$ cat config.mk
export PLATFORM = sky130hd
export DESIGN_NAME = control_fsm_flat
export DESIGN_NICKNAME = d
export VERILOG_FILES = /design/src/rtl/riscv_pkg.sv /design/src/rtl/control_fsm_if.sv /design/src/rtl/control_fsm_instr_decoder.sv /design/src/rtl/control_fsm.sv /design/src/flat_wrapper.sv
export SDC_FILE = /design/constraint.sdc
export NUM_CORES = 1
export LEC_CHECK = 0
export BUFFER_PORTS_ARGS = -buffer_cell sky130_fd_sc_hd__clkbuf_2
export CAP_MARGIN = 30
export CORE_MARGIN = 10
export CORE_UTILIZATION = 50
export DETAILED_ROUTE_END_ITERATION = 8
export PLACE_DENSITY = 0.73
export SLEW_MARGIN = 15
export SYNTH_ARGS = -nofsm -noshare
export SYNTH_HDL_FRONTEND = slang
export SYNTH_SLANG_ARGS = --single-unit
$ cat constraint.sdc
create_clock -name CLK -period 8.61 [get_ports CLK]
set_input_delay 1.722 -clock CLK [delete_from_list [all_inputs] [get_ports CLK]]
set_output_delay 1.722 -clock CLK [all_outputs]
set_load 0.05 [all_outputs]
$ cat src/rtl/riscv_pkg.sv
// Shared encodings for the multicycle control unit: RV64I opcode and
// funct fields, FSM state encoding and the decoder's instruction classes.
package riscv_pkg;

    localparam logic [6:0] OP_R      = 7'b0110011;
    localparam logic [6:0] OP_IMM    = 7'b0010011;
    localparam logic [6:0] OP_LOAD   = 7'b0000011;
    localparam logic [6:0] OP_STORE  = 7'b0100011;
    localparam logic [6:0] OP_SYSTEM = 7'b1110011;

    localparam logic [2:0] F3_ADD    = 3'b000;
    localparam logic [2:0] F3_DWORD  = 3'b011;

    localparam logic [6:0] F7_ADD    = 7'b0000000;
    localparam logic [6:0] F7_SUB    = 7'b0100000;

    typedef enum logic [2:0] {
        S_FETCH,
        S_DECODE,
        S_EXEC,
        S_MEM,
        S_COMMIT,
        S_HALT,
        S_TRAP
    } state_t;

    typedef enum logic [2:0] {
        CL_ALU,
        CL_LOAD,
        CL_STORE,
        CL_HALT,
        CL_ILLEGAL
    } iclass_t;

    // Classes whose result is written back to the register file.
    function automatic logic writes_rf(input iclass_t cls);
        return (cls == CL_ALU) || (cls == CL_LOAD);
    endfunction

endpackage

$ cat src/rtl/control_fsm_if.sv
// Instruction-memory fetch handshake: the control unit is the master,
// raising imem_req with a stable imem_addr until the memory acks.
interface control_fsm_if #(
    parameter int PC_WIDTH = 64
);
    logic                imem_req;
    logic [PC_WIDTH-1:0] imem_addr;
    logic                imem_ack;
    logic [31:0]         imem_data;

    modport master (
        output imem_req,
        output imem_addr,
        input  imem_ack,
        input  imem_data
    );

    modport slave (
        input  imem_req,
        input  imem_addr,
        output imem_ack,
        output imem_data
    );
endinterface

$ cat src/rtl/control_fsm_instr_decoder.sv
// Combinational IR decode: extracts register fields, immediate and datapath
// selects, and classifies the instruction for the control FSM.
module instr_decoder
    import riscv_pkg::*;
(
    input  logic [31:0] ir_i,
    output iclass_t     cls_o,
    output logic [4:0]  rs1_o,
    output logic [4:0]  rs2_o,
    output logic [4:0]  rd_o,
    output logic [11:0] imm_o,
    output logic        sub_o,
    output logic        rf_din_sel_o,
    output logic        ula_din2_sel_o
);

    logic [6:0] opcode;
    logic [2:0] funct3;
    logic [6:0] funct7;

    assign opcode = ir_i[6:0];
    assign funct3 = ir_i[14:12];
    assign funct7 = ir_i[31:25];

    // Register fields sit at fixed positions for every supported format.
    assign rs1_o = ir_i[19:15];
    assign rs2_o = ir_i[24:20];
    assign rd_o  = ir_i[11:7];

    // Classify the instruction and derive immediate and operand selects.
    always_comb begin
        cls_o          = CL_ILLEGAL;
        imm_o          = '0;
        sub_o          = 1'b0;
        rf_din_sel_o   = 1'b0;
        ula_din2_sel_o = 1'b0;
        case (opcode)
            OP_R: begin
                if (funct3 == F3_ADD && funct7 == F7_ADD) begin
                    cls_o        = CL_ALU;
                    rf_din_sel_o = 1'b1;
                end else if (funct3 == F3_ADD && funct7 == F7_SUB) begin
                    cls_o        = CL_ALU;
                    sub_o        = 1'b1;
                    rf_din_sel_o = 1'b1;
                end
            end
            OP_IMM: begin
                if (funct3 == F3_ADD) begin
                    cls_o          = CL_ALU;
                    imm_o          = ir_i[31:20];
                    ula_din2_sel_o = 1'b1;
                    rf_din_sel_o   = 1'b1;
                end
            end
            OP_LOAD: begin
                if (funct3 == F3_DWORD) begin
                    cls_o          = CL_LOAD;
                    imm_o          = ir_i[31:20];
                    ula_din2_sel_o = 1'b1;
                end
            end
            OP_STORE: begin
                if (funct3 == F3_DWORD) begin
                    cls_o          = CL_STORE;
                    imm_o          = {ir_i[31:25], ir_i[11:7]};
                    ula_din2_sel_o = 1'b1;
                end
            end
            OP_SYSTEM: begin
                // Only the exact ECALL encoding halts; any other SYSTEM word traps.
                if (ir_i[31:7] == 25'd0) begin
                    cls_o = CL_HALT;
                end
            end
            default: begin
                cls_o = CL_ILLEGAL;
            end
        endcase
    end

endmodule

$ cat src/rtl/control_fsm.sv
// Multicycle control unit for the ADD/SUB/load/store datapath: fetches over
// the imem handshake, decodes, and sequences registered control outputs.
module control_fsm
    import riscv_pkg::*;
#(
    parameter int                  PC_WIDTH = 64,
    parameter logic [PC_WIDTH-1:0] RESET_PC = '0
) (
    input  logic              CLK,
    input  logic              RST,
    control_fsm_if.master     imem,
    output logic [4:0]        rs1,
    output logic [4:0]        rs2,
    output logic [4:0]        rd,
    output logic [11:0]       immediate,
    output logic              sub,
    output logic              WE_RF,
    output logic              WE_MEM,
    output logic              RF_din_sel,
    output logic              ULA_din2_sel,
    output logic              halted,
    output logic              illegal,
    output logic [63:0]       instret
);

    state_t              state_q, state_d;
    logic [31:0]         ir_q;
    logic [PC_WIDTH-1:0] pc_q;
    logic [63:0]         instret_q;
    iclass_t             cls_q, cls_d;

    logic                req_q, req_d;
    logic [4:0]          rs1_q, rs1_d, rs2_q, rs2_d, rd_q, rd_d;
    logic [11:0]         imm_q, imm_d;
    logic                sub_q, sub_d;
    logic                we_rf_q, we_rf_d, we_mem_q, we_mem_d;
    logic                rf_sel_q, rf_sel_d, ula_sel_q, ula_sel_d;
    logic                halted_q, halted_d, illegal_q, illegal_d;

    iclass_t             dec_cls;
    logic [4:0]          dec_rs1, dec_rs2, dec_rd;
    logic [11:0]         dec_imm;
    logic                dec_sub, dec_rf_sel, dec_ula_sel;
    logic                fetch_fire;

    instr_decoder u_dec (
        .ir_i           (ir_q),
        .cls_o          (dec_cls),
        .rs1_o          (dec_rs1),
        .rs2_o          (dec_rs2),
        .rd_o           (dec_rd),
        .imm_o          (dec_imm),
        .sub_o          (dec_sub),
        .rf_din_sel_o   (dec_rf_sel),
        .ula_din2_sel_o (dec_ula_sel)
    );

    // An ack only counts while our own registered request is up.
    assign fetch_fire = (state_q == S_FETCH) && req_q && imem.imem_ack;

    // State register.
    always_ff @(posedge CLK or posedge RST) begin
        if (RST) begin
            state_q <= S_FETCH;
        end else begin
            state_q <= state_d;
        end
    end

    // Next-state logic.
    always_comb begin
        state_d = state_q;
        case (state_q)
            S_FETCH:  if (fetch_fire) state_d = S_DECODE;
            S_DECODE: begin
                case (dec_cls)
                    CL_ALU, CL_LOAD, CL_STORE: state_d = S_EXEC;
                    CL_HALT:                   state_d = S_HALT;
                    default:                   state_d = S_TRAP;
                endcase
            end
            S_EXEC:   state_d = (cls_q == CL_LOAD) ? S_MEM : S_COMMIT;
            S_MEM:    state_d = S_COMMIT;
            S_COMMIT: state_d = S_FETCH;
            S_HALT:   state_d = S_HALT;
            S_TRAP:   state_d = S_TRAP;
            default:  state_d = S_FETCH;
        endcase
    end

    // Output logic: next values of the registered outputs, keyed on the state being entered.
    always_comb begin
        rs1_d     = rs1_q;
        rs2_d     = rs2_q;
        rd_d      = rd_q;
        imm_d     = imm_q;
        sub_d     = sub_q;
        rf_sel_d  = rf_sel_q;
        ula_sel_d = ula_sel_q;
        cls_d     = cls_q;
        if (state_q == S_DECODE) begin
            rs1_d     = dec_rs1;
            rs2_d     = dec_rs2;
            rd_d      = dec_rd;
            imm_d     = dec_imm;
            sub_d     = dec_sub;
            rf_sel_d  = dec_rf_sel;
            ula_sel_d = dec_ula_sel;
            cls_d     = dec_cls;
        end
        req_d     = (state_d == S_FETCH);
        // Writes to x0 are suppressed so the datapath never sees a WE on it.
        we_rf_d   = (state_d == S_COMMIT) && writes_rf(cls_q) && (rd_q != 5'd0);
        we_mem_d  = (state_d == S_COMMIT) && (cls_q == CL_STORE);
        halted_d  = halted_q  || (state_d == S_HALT);
        illegal_d = illegal_q || (state_d == S_TRAP);
    end

    // Output registers.
    always_ff @(posedge CLK or posedge RST) begin
        if (RST) begin
            req_q     <= 1'b0;
            rs1_q     <= '0;
            rs2_q     <= '0;
            rd_q      <= '0;
            imm_q     <= '0;
            sub_q     <= 1'b0;
            rf_sel_q  <= 1'b0;
            ula_sel_q <= 1'b0;
            cls_q     <= CL_ALU;
            we_rf_q   <= 1'b0;
            we_mem_q  <= 1'b0;
            halted_q  <= 1'b0;
            illegal_q <= 1'b0;
        end else begin
            req_q     <= req_d;
            rs1_q     <= rs1_d;
            rs2_q     <= rs2_d;
            rd_q      <= rd_d;
            imm_q     <= imm_d;
            sub_q     <= sub_d;
            rf_sel_q  <= rf_sel_d;
            ula_sel_q <= ula_sel_d;
            cls_q     <= cls_d;
            we_rf_q   <= we_rf_d;
            we_mem_q  <= we_mem_d;
            halted_q  <= halted_d;
            illegal_q <= illegal_d;
        end
    end

    // Architectural state: IR capture on fetch, PC and retire count advance on leaving COMMIT.
    always_ff @(posedge CLK or posedge RST) begin
        if (RST) begin
            ir_q      <= '0;
            pc_q      <= RESET_PC;
            instret_q <= '0;
        end else begin
            if (fetch_fire) begin
                ir_q <= imem.imem_data;
            end
            if (state_q == S_COMMIT) begin
                pc_q      <= pc_q + PC_WIDTH'(4);
                instret_q <= instret_q + 64'd1;
            end
        end
    end

    assign imem.imem_req  = req_q;
    assign imem.imem_addr = pc_q;
    assign rs1            = rs1_q;
    assign rs2            = rs2_q;
    assign rd             = rd_q;
    assign immediate      = imm_q;
    assign sub            = sub_q;
    assign WE_RF          = we_rf_q;
    assign WE_MEM         = we_mem_q;
    assign RF_din_sel     = rf_sel_q;
    assign ULA_din2_sel   = ula_sel_q;
    assign halted         = halted_q;
    assign illegal        = illegal_q;
    assign instret        = instret_q;

endmodule
$ cat src/flat_wrapper.sv
// flat-port wrapper written by rule: the top's interface ports become plain ports
module control_fsm_flat import riscv_pkg::*;
#(
    parameter int                  PC_WIDTH = 64,
    parameter logic [PC_WIDTH-1:0] RESET_PC = '0
)
  (CLK, RST, rs1, rs2, rd, immediate, sub, WE_RF, WE_MEM, RF_din_sel, ULA_din2_sel, halted, illegal, instret, imem_imem_req, imem_imem_addr, imem_imem_ack, imem_imem_data);
  control_fsm_if #(.PC_WIDTH(PC_WIDTH)) imem_i ();
  input  logic CLK;
  input  logic RST;
  output logic [4:0] rs1;
  output logic [4:0] rs2;
  output logic [4:0] rd;
  output logic [11:0] immediate;
  output logic sub;
  output logic WE_RF;
  output logic WE_MEM;
  output logic RF_din_sel;
  output logic ULA_din2_sel;
  output logic halted;
  output logic illegal;
  output logic [63:0] instret;
  output wire logic [$bits(imem_i.imem_req)-1:0] imem_imem_req;
  output wire logic [$bits(imem_i.imem_addr)-1:0] imem_imem_addr;
  input wire logic [$bits(imem_i.imem_ack)-1:0] imem_imem_ack;
  input wire logic [$bits(imem_i.imem_data)-1:0] imem_imem_data;
  assign imem_imem_req = imem_i.imem_req;
  assign imem_imem_addr = imem_i.imem_addr;
  assign imem_i.imem_ack = imem_imem_ack;
  assign imem_i.imem_data = imem_imem_data;
  control_fsm #(.PC_WIDTH(PC_WIDTH), .RESET_PC(RESET_PC)) u_core (.CLK(CLK), .RST(RST), .imem(imem_i), .rs1(rs1), .rs2(rs2), .rd(rd), .immediate(immediate), .sub(sub), .WE_RF(WE_RF), .WE_MEM(WE_MEM), .RF_din_sel(RF_din_sel), .ULA_din2_sel(ULA_din2_sel), .halted(halted), .illegal(illegal), .instret(instret));
endmodule
Word-level counts from Yosys, hierarchy flattened
Cells that the tools add are included.
{"block": "classes", "n_reduce_logical": 20, "n_mux": 23, "n_eq_ne": 21, "addsub": 2}
{"cell": "$add 64x1->64 const B", "n": 1}
{"cell": "$add 64x3->64 const B", "n": 1}
{"cell": "$mux 12", "n": 3}
{"cell": "$pmux 12 s3", "n": 1}
{"cell": "$logic_not 25->1", "n": 1}
{"cell": "$mux 3", "n": 8}
{"cell": "$eq 7x6->1 const B", "n": 3}
{"cell": "$eq 3x2->1 const B", "n": 6}
{"cell": "$eq 3x3->1 const B", "n": 6}
{"cell": "$pmux 3 s6", "n": 1}
{"cell": "$logic_not 3->1", "n": 5}
{"cell": "$pmux 3 s5", "n": 1}
{"cell": "$eq 3x1->1 const B", "n": 3}
{"cell": "$eq 7x2->1 const B", "n": 1}
{"cell": "$eq 7x5->1 const B", "n": 1}
{"cell": "$eq 7x7->1 const B", "n": 1}
{"cell": "$logic_and 1x1->1", "n": 7}
{"cell": "$logic_not 7->1", "n": 1}
{"cell": "$mux 1", "n": 6}
{"cell": "$pmux 3 s2", "n": 1}
{"cell": "$reduce_bool 5->1", "n": 1}
{"cell": "$pmux 1 s2", "n": 2}
{"cell": "$logic_or 1x1->1", "n": 3}
{"cell": "$reduce_or 3->1", "n": 1}
{"cell": "$reduce_or 2->1", "n": 1}
{"block": "word_totals", "output_inout_bits": 163, "register_bits": 201}

Logic depth before layout (Yosys ltp)
{"block": "logic_depth", "depth_word": 12, "depth_mapped": 9}

Modules after synthesis
Synthesis repeated with hierarchy kept, for this count alone.
{"block": "hier_totals", "hier_cells": 776, "area_unflattened_um2": 9038.7}
{"module": "control_fsm", "instances": 1, "seq_area_each_um2": 4979.8, "area_per_inst_um2": 8603.3, "cells_each": 715}
{"module": "instr_decoder", "instances": 1, "seq_area_each_um2": 0.0, "area_per_inst_um2": 435.4, "cells_each": 61}

Worst setup path after synthesis
Ideal clock, no wire load.
{"block": "synth_timing", "path_type": "in2reg", "start": "input port imem_imem_ack", "end": "register u_core.ir_q[10]", "cell_stages": 4, "setup_ns": 0.125, "arrival_ns": 2.872, "path_slack_ns": 5.613, "required_ns": 8.485, "n_path_buf": 1, "path_cell_list": "nand3_1 nor2_1 clkbuf_1 mux2_2"}
{"block": "synth_via", "elab_chain_cells": 1}
{"element": "start: declaration", "line_no": "flat_wrapper.sv:25", "source": "input wire logic [$bits(imem_i.imem_ack)-1:0] imem_imem_ack;"}
{"element": "$logic_and 1x1->1", "line_no": "control_fsm.sv:59", "source": "assign fetch_fire = (state_q == S_FETCH) && req_q && imem.imem_ack;"}
{"element": "end signal: assignment", "line_no": "control_fsm.sv:160", "source": "ir_q <= imem.imem_data;"}
{"element": "end: declaration", "line_no": "control_fsm.sv:27", "source": "logic [31:0] ir_q;"}
Every way passes these cells.
A chain may end at the register's enable or synchronous reset.

Final worst setup path
{"block": "layout_timing", "start": "register u_core.state_q[0]", "end": "register u_core.pc_q[53] (netlist: u_core.imem.imem_addr[53])"}
{"block": "layout_via", "elab_chain_cells": 1}
{"element": "start: declaration", "line_no": "control_fsm.sv:26", "source": "state_t state_q, state_d;"}
{"element": "start signal: assignment", "line_no": "control_fsm.sv:66", "source": "state_q <= state_d;"}
{"element": "$eq 3x3->1", "line_no": "control_fsm.sv:162", "source": "if (state_q == S_COMMIT) begin"}
{"element": "end signal: assignment", "line_no": "control_fsm.sv:163", "source": "pc_q <= pc_q + PC_WIDTH'(4);"}
{"element": "end: declaration", "line_no": "control_fsm.sv:28", "source": "logic [PC_WIDTH-1:0] pc_q;"}
Every way passes these cells.

==> qor.log <==
[outcome] result of the run finished clean
[detailed_routing] mean number of vias per cell 5.34
[worst_setup_path] start-to-end type of the worst setup path flop to flop
[worst_setup_path] slack of the worst reg-to-reg path 5.53 ns
[sta] Max transition margin 40.6%
[worst_setup_path] Crit Reg-Reg Startpoint u_core.state_q[0]
[finish] most common cell after layout, fill and taps aside sky130_fd_sc_hd__dfrtp_1
[sta] Min Clock Period, post-route 3.08 ns
[yosys] flops & latches, synth 199
[pwr] power share of the combinational group 1.7%
[worst_setup_path] launching element type of the critical path flop
[yosys] area of the mapped netlist 8630 sq um
[min_path] Hold WC Path Type flop to flop
[pwr] net switching power 0.411 mW
[placed_design] Placed Instances 1125
[finish] fraction of the core area covered by cells at the end of the flow 62.4%
[global_routing] overall track demand over capacity in global routing 17.6%
[sta] largest clock skew in the final design 0.0156 ns
[yosys] number of flops mapped to enable cells by yosys 0
[yosys] Synth Area in XOR/XNOR 12.8%
[sta] number of pins exceeding their max-slew limit in the final report 0
[pwr] cell internal pwr 1.36 mW
[detailed_routing] number of DRC markers after the initial detailed-route iteration 357
[floorplanning] Initial Util 51.5%
[floorplanning] number of I/O pins 198
[min_path] destination of the worst hold path u_core.instret[63]
[global_routing] initial antenna violation count 0
[clock_network] H-tree lvl count 4
[worst_setup_path] category of the worst setup path capture point flop
[finish] fin nets 963
[finish] number of antenna cells inserted 0
[clock_network] Worst-Skew Late Latency 0.43 ns
[global_routing] largest net degree at the start of global routing 120
[yosys] post-synthesis share of cell area spent on and, or, nand and nor gates 18.1%
[sta] Least-Margin Pin Slew 0.887 ns
[sta] fin crit share 35.8%
[detailed_routing] Pre-Repair DR Iteration Count 5
[worst_setup_path] endpoint required time on the critical path 8.92 ns
[worst_setup_path] peak fanout along the critical path 12
[yosys] mux contribution to synthesized area 6.13%
[yosys] combinational family with the most area after synthesis simple AND/OR/NAND/NOR gates
[clock_network] hold-fix buffer count after cts 0
[global_routing] vias in the first global route 6156
[worst_setup_path] Crit. Startpoint u_core.state_q[0]
[detailed_routing] Routed WL 20.2 mm
[finish] layout cells sized above 1 32.4%
[clock_network] clk sinks 199
[pwr] maximum vdd drop 151 uV
[finish] fin cells 1159
[yosys] Yosys cell types 54
[yosys] area fraction in compound gates after synthesis 3.25%
[floorplanning] CORE AREA 16800 sq um
[placed_design] Port-buffer cells 195
[pwr] power per unit of standard cell area 169 nW/um^2
[detailed_routing] DRC viols 0
[min_path] hold path depth 1
[run] number of max-cap violations 0
[sta] sum of negative setup slack 0 ns
[worst_setup_path] data arrival time of the worst path 3.39 ns
[sta] number of failing hold endpoints at the final stage 0
[detailed_routing] overall via count from detail_route 6185
[placed_design] HPWL reported at the end of detailed placement 14.8 mm
[finish] flip-flop and latch area 4980 sq um
[finish] multi-input logic area 3510 sq um
[floorplanning] Core Rows 47
[finish] fill cell count 1379
[worst_setup_path] critical register-to-register path endpoint u_core.imem.imem_addr[53]
[sta] endpoints failing setup 0
[pwr] Seq pwr share 52.7%
[global_routing] global-route wire length before repair 32.4 mm
[yosys] FFs w/ async S/R, synth 100%
[detailed_routing] Avg WL per Cell 17.4 um
[yosys] mean cell area of the mapped netlist 11.9 sq um
[yosys] Syn Inst Count 727
[clock_network] clock-pin slew of the registers on the worst-case setup and hold paths 0.08 ns
[min_path] origin of the worst min-delay path u_core.instret[63]
[floorplanning] Die Width 151 um
[pwr] switching fraction of total power 23.2%
[detailed_routing] antenna-violating nets left 0
[yosys] yosys warns 0
[floorplanning] die outline area 22900 sq um
[yosys] primary flip-flop cell chosen by synthesis mapping sky130_fd_sc_hd__dfrtp_1
[yosys] adder and majority gate portion of the synthesized area 0.290%
[sta] setup repair after global routing missed its margin no
[global_routing] global-route congestion overflow total 0
[clock_network] number of clock buffers inserted by TritonCTS 17
[clock_network] setup bufs post-CTS 0
[clock_network] clock tree from TritonCTS built
[clock_network] Resize count post-CTS 0
[finish] area growth from synthesis to layout 21.2%
[finish] leading cell types in the layout, fill and taps excluded 199 x sky130_fd_sc_hd__dfrtp_1, 195 x sky130_fd_sc_hd__clkbuf_2, 93 x sky130_fd_sc_hd__xnor2_1
[clock_network] Max clock buf depth 2
[pwr] static leakage 5.30 nW
[pwr] total power 1.77 mW
[yosys] sequential fraction of the synthesis area 57.7%
[floorplanning] vertical extent of the die 151 um
[placed_design] final weighted congestion of routability-driven global placement 0.850
[clock_network] master cell of the clock root buffer sky130_fd_sc_hd__clkbuf_16
[sta] peak clock frequency supported by timing 325 MHz
[worst_setup_path] depth of the most critical reg-to-reg path 6
[pwr] clock share of power 45.6%
==> logic make-up (layout without fill, tap and decap cells) <==
logic type | count (synthesis) | in the layout
AND/OR/NAND/NOR | 280 | 280
flip-flops | 199 | 199
XOR/XNOR | 124 | 124
multiplexers | 47 | 47
AO/OA/AOI/OAI | 40 | 40
buffers and inverters | 34 | 245
adder cells (fa/ha/maj) | 2 | 2
other | 1 | 2
==> synthesized netlist by cell type, drive strengths merged, types with 2 or more instances <==
library cell  count  area [sq um]
nand3            54           275
and4             18           158
nor2b             2          12.5
buf              11          62.6
dfrtp           199          4980
a211oi            2          15.0
clkbuf           11          41.3
a31o              2          17.5
nand4            33           221
nor2             39           154
a22o              9          78.8
nor4              9          62.6
and3             24           151
nor3             21           153
or4               2          18.8
mux2             47           529
or2               2          12.5
or3               4          30.0
nor3b             2          20.0
a21o              2          15.0
a22oi             5          37.5
a21oi             4          20.0
o21ai            10          50.1
nand2            62           235
xnor2            94           831
nor4bb            2          20.0
nand2b            3          18.8
ha                2          25.0
xor2             30           270
inv              12          45.0
==> layout make-up <==
type | instances | share of cell area [%]
Clock buffer | 17 | 4.06
Inverter | 12 | 0.502
Multi-Input combinational cell | 495 | 33.6
Timing Repair Buffer | 201 | 9.92
Clock inverter | 15 | 1.75
Tap cell | 220 | 2.63
Sequential cell | 199 | 47.6
==> metrics by stage <==
stage          hold slack (ns)  cell area [sq um]  setup WS [ns]
2_1_floorplan            0.452               8640           1.46
3_3_place_gp             0.458               9830           5.09
3_5_place_dp             0.465               9830           5.05
4_1_cts                  0.482              10400           5.48
5_1_grt                  0.505              10500           5.27
6_report                 0.480              10500           5.53
==> metal layers <==
metal | GRT usage, % | vias up | wire length (um)
li1 | - | 2942 | -
met1 | 23.6 | 3060 | 8860
met2 | 27.5 | 167 | 9730
met3 | 5.10 | 16 | 1400
met4 | 4.38 | 0 | 201
met5 | 0 | - | 0
==> power groups by stage <==
stage	Combinational, mW	Clock (mW)	Sequential (mW)
after global routing	0.0342	0.869	0.934
after detailed placement	0.0297	0	0.952
after CTS	0.0296	0.825	0.934
after floorplan	0.0162	0	0.953
after global placement	0.0294	0	0.952
final	0.0295	0.807	0.934
==> registers in the layout (all words and copies together), names as in the netlist <==
name	flops
u_core.WE_MEM	1
u_core.ULA_din2_sel	1
u_core.illegal	1
u_core.imem.imem_req	1
u_core.state_q	3
u_core.RF_din_sel	1
u_core.rs2	5
u_core.instret	64
u_core.ir_q	32
u_core.sub	1
u_core.cls_q	3
u_core.halted	1
u_core.rd	5
u_core.WE_RF	1
u_core.rs1	5
u_core.imem.imem_addr	62
u_core.immediate	12
==> worst max-delay path by stage <==
stage / end / slack [ns]
3_3_place_gp: u_core.instret[29] / 5.09
6_report: u_core.imem.imem_addr[53] / 5.53
2_1_floorplan: u_core.RF_din_sel / 1.46
5_1_grt: u_core.imem.imem_addr[52] / 5.27
4_1_cts: u_core.imem.imem_addr[53] / 5.48
3_5_place_dp: u_core.state_q[2] / 5.05
==> worst max-delay path, stage by stage (launching register included) <==
cell	delay, ns
sky130_fd_sc_hd__dfrtp_1	0.49
sky130_fd_sc_hd__nor3b_2	0.78
sky130_fd_sc_hd__and3_1	0.49
sky130_fd_sc_hd__and4_1	0.55
sky130_fd_sc_hd__nand4_1	0.28
sky130_fd_sc_hd__nand2b_1	0.24
sky130_fd_sc_hd__xnor2_1	0.13
(Power assumes the default switching activity.)
